`config.mk`:
```
export PLATFORM = sky130hd
export DESIGN_NAME = zero_indices_resp_buffer
export DESIGN_NICKNAME = d
export VERILOG_FILES = /design/src/rtl/zero_indices_resp_buffer.sv
export SDC_FILE = /design/constraint.sdc
export NUM_CORES = 1
export LEC_CHECK = 0
export CORE_MARGIN = 8
export CORE_UTILIZATION = 40
export CTS_CLUSTER_SIZE = 20
export DETAILED_ROUTE_END_ITERATION = 8
export SLEW_MARGIN = 20
export SYNTH_ARGS = -nofsm -noshare
export SYNTH_HDL_FRONTEND = slang
export SYNTH_SLANG_ARGS = --single-unit
```
`constraint.sdc`:
```
create_clock -name clk -period 6 [get_ports clk]
set_input_delay 0.6 -clock clk [delete_from_list [all_inputs] [get_ports clk]]
set_output_delay 0.6 -clock clk [all_outputs]
set_load 0.005 [all_outputs]
```
`src/rtl/zero_indices_resp_buffer.sv`:
```
// Response FIFO between the zero-index scanner and its consumer.
// Holds {last, index} entries and back-pressures the scanner via en.
module zero_indices_resp_buffer #(
  parameter int W     = 32,
  parameter int DEPTH = 4
) (
  input  logic                       clk,
  input  logic                       rst,
  input  logic                       in_resp_valid,
  input  logic [$clog2(W)-1:0]       in_resp_index,
  input  logic                       in_final,
  output logic                       en,
  input  logic                       flush,
  output logic                       out_valid,
  input  logic                       out_ready,
  output logic [$clog2(W)-1:0]       out_index,
  output logic                       out_last,
  output logic [$clog2(DEPTH+1)-1:0] occupancy
);

  localparam int IDX_W = $clog2(W);
  localparam int PTR_W = $clog2(DEPTH);
  localparam int CNT_W = $clog2(DEPTH + 1);

  logic [IDX_W:0]     mem [DEPTH];
  logic [PTR_W-1:0]   rd_ptr;
  logic [PTR_W-1:0]   wr_ptr;
  logic [CNT_W-1:0]   count;
  logic               full;
  logic               empty;
  logic               push;
  logic               pop;

  always_comb begin
    full  = (count == CNT_W'(DEPTH));
    empty = (count == '0);
    // en depends only on registered state and flush/rst, never on out_ready
    en    = ~rst & ~flush & ~full;
    push  = in_resp_valid & en;
    out_valid = ~empty;
    pop   = out_valid & out_ready;
    out_index = mem[rd_ptr][IDX_W-1:0];
    out_last  = mem[rd_ptr][IDX_W];
    occupancy = count;
  end

  always_ff @(posedge clk) begin
    if (rst || flush) begin
      rd_ptr <= '0;
      wr_ptr <= '0;
      count  <= '0;
    end else begin
      if (push) wr_ptr <= wr_ptr + 1'b1;
      if (pop)  rd_ptr <= rd_ptr + 1'b1;
      if (push && !pop)      count <= count + 1'b1;
      else if (pop && !push) count <= count - 1'b1;
    end
  end

  // Payload storage carries no reset; contents are don't-care while empty.
  always_ff @(posedge clk) begin
    if (push) mem[wr_ptr] <= {in_final, in_resp_index};
  end

endmodule

```
==> results.toml <==
[clocking]
cts_tree = "done"
cts_setup_buffers = 0
htree_num_levels = 2
numCtsBuffers = 5
cts_resized = 0
cts.reportedPaths.clkPinSlew_ps = 90
cts.sinks = 33
clk_latency_ps = 310
cts_buffer_depth = 2
cts_hold_buf = 0
clockRootBuffer = "clkbuf_4"

[setup_path]
end_kind = "register"
crit_type = "primary input to register"
cp_cell_sequence = "clkdlybuf4s50_1 -> nor2_1 -> and3_1 -> ha_1 -> inv_1 -> fa_1 -> xor2_1 -> or3_2 -> a21oi_1"
crit_slowest_cell = "clkdlybuf4s50_1"
startpoint_type = "primary input"
crit_fanout = 7
required_ps = 6250
critPathTopFamily = "simple AND/OR/NAND/NOR gates"
worst-path-buf-inv = 2
slowest_delay_ps = 410
arrival_ps = 2900

[logic_synthesis]
syn_area_um2 = 1350
netlist_top_cells_count = "24 x edfxtp_1, 9 x dfxtp_1, 6 x mux4_2, 6 x nor2_1"
synth_area_leaders = "edfxtp_1 53%, dfxtp_1 13%, mux4_2 10%"
ys_ff_latch = 33
yosys.area.top_type_share_pct = 53.4
async_flop_share_pct = 0
postSynthAreaPerCell_um2 = 16.7
syn_nets = 98
synthFlopType = "edfxtp_1"
yosysWarnings = 0
synth-edff-count = 24
synth_top_area_cell = "edfxtp_1"
yosysSeqAreaShare_pct = 66.8
yosysMostFrequentCell = "edfxtp_1"
ys_types = 22
syn_inst = 81

[placed_design]
gp_congestion = 0.703
hpwlAfterDp_mm = 1.56
port_buffers = 21
place_area_um2 = 1600
pre_cts_ws_ps = 3050

[floorplan]
die_w_um = 74.1
core_area_um2 = 3280
rows = 21
die_area_um2 = 5490
die_height_um = 74.1
initial_utilization_pct = 41.1
ioPinCount = 22

[timing]
worst_pin_slew_ps = 396
finalHoldViolCount = 0
finalCriticalPeriod_ps = 2650
tns_ps = 0
setup_violations = 0
rsz0062_at_grt = "false"
final_max_slew_viol_count = 0
period_share_pct = 44.1
worst_slack_ps = 3350
slew_headroom_pct = 73.2
fin_skew_ps = 5.74
max_freq_mhz = 378

[run]
cap_violations = 0

[pwr]
seqPwrFrac_pct = 63.4
p_clk_share_pct = 27.9
leakage_uw = 0.000560
max-vdd-ir-drop_uv = 116
p_sw_uw = 80.8
power_frac_comb_pct = 8.7
swShare_pct = 20.4
power_density_nw_per_um2 = 241
cellInternalPower_uw = 316

[routing]
drtAntennaViolNets = 0
wl_per_cell_um = 13.7
routed_via_density = 4.63
routed_wl_mm = 2.09
vias = 709
first_iter_violations = 33
route.detailed.drc = 0
dr.pass1.iters = 4

[final_layout]
antennaDiodeCount = 0
layout-drive-gt1-share_pct = 17.8
syn_to_final_growth_pct = 22.0
final_area_um2 = 1650
nNetsFinal = 123
n_fill_cell = 287
utilization_pct = 50.1

[global_routing]
antenna_found_initial = 0
grt_usage_pct = 8.77
grt_start_max_net_pins = 10
first_global_vias = 732
grt_pass1_wl_mm = 3.45
gr-total-overflow = 0

[outcome]
status = "finished clean"

[worst_hold_path]
hp-class = "register to register"
[kinds of logic (layout without fill, tap and decap cells)]
group / after synthesis / count (layout) / share of synthesized area (%)
DFF: 33 / 33 / 66.8
adders and majority gates: 6 / 6 / 6.12
muxes: 9 / 9 / 12.2
buffers and inverters: 7 / 33 / 2.60
xor gates and xnor gates: 4 / 4 / 2.60
and+or+nand+nor: 18 / 18 / 7.70
AOI/OAI and AO/OA: 4 / 4 / 1.95
[worst paths after layout]
| check | to | slack (ps) | startpoint | cells past startpoint |
|---|---|---|---|---|
| min reg2reg | wr_ptr[0] | 520 | wr_ptr[0] | 2 |
| max reg2reg | occupancy[2] | 3630 | occupancy[0] | 8 |
| max | occupancy[2] | 3350 | flush | 9 |
| min | wr_ptr[0] | 520 | wr_ptr[0] | 2 |
[routing by layer]
| layer | up-vias | routed length [µm] | global-route usage (%) | part of all wire, % |
|---|---|---|---|---|
| li1 | 353 | - | - | - |
| met1 | 334 | 973 | 10.7 | 47 |
| met2 | 17 | 961 | 12.5 | 46 |
| met3 | 5 | 111 | 3.37 | 5.3 |
| met4 | 0 | 42 | 5.99 | 2.0 |
| met5 | - | 0 | 0 | 0 |
[sequential cells by signal, summed over array words and instances, names as in the netlist, named ones only]
register and cells:
mem 24, occupancy 3, rd_ptr 2, wr_ptr 2
[cell usage in the layout, fill, tap and decap left out, types with 3 or more instances in the layout]
master           count
mux2i_1              3
and2_2               5
ha_1                 5
dfxtp_1              9
mux4_2               6
edfxtp_1            24
nor2_1               6
clkdlybuf4s50_1     21
clkbuf_4             5
inv_1                4
clkbuf_1             3
xor2_1               4
[power groups by stage]
stage	combinational, µW	clock [µW]	sequential [µW]
detailed placement	35.2	0	257
finish	34.7	111	252
floorplan	17.4	0	256
CTS	35.4	116	252
global placement	34.4	0	257
global route	38.5	123	253
[cell type report]
class | instances | area, µm² | share of cell area (%)
flip-flops and latches | 33 | 901 | 54.8
inverters | 4 | 15.0 | 0.913
multi-input cells | 41 | 413 | 25.1
repair buffers | 21 | 210 | 12.8
well taps | 46 | 57.6 | 3.50
clock buffers | 8 | 48.8 | 2.97
[tightest hold or removal path, stage by stage (launching register included)]
cell and delay (ps):
dfxtp_1 360, nand2_1 70, mux2i_1 50
[per-stage QoR]
step	cells	total power, µW	hold slack (ps)
global placement	145	291	503
global route	153	414	554
finish	153	397	524
CTS	153	403	533
floorplan	81	273	468
detailed placement	145	292	512
Power figures use the tool's default switching activity.
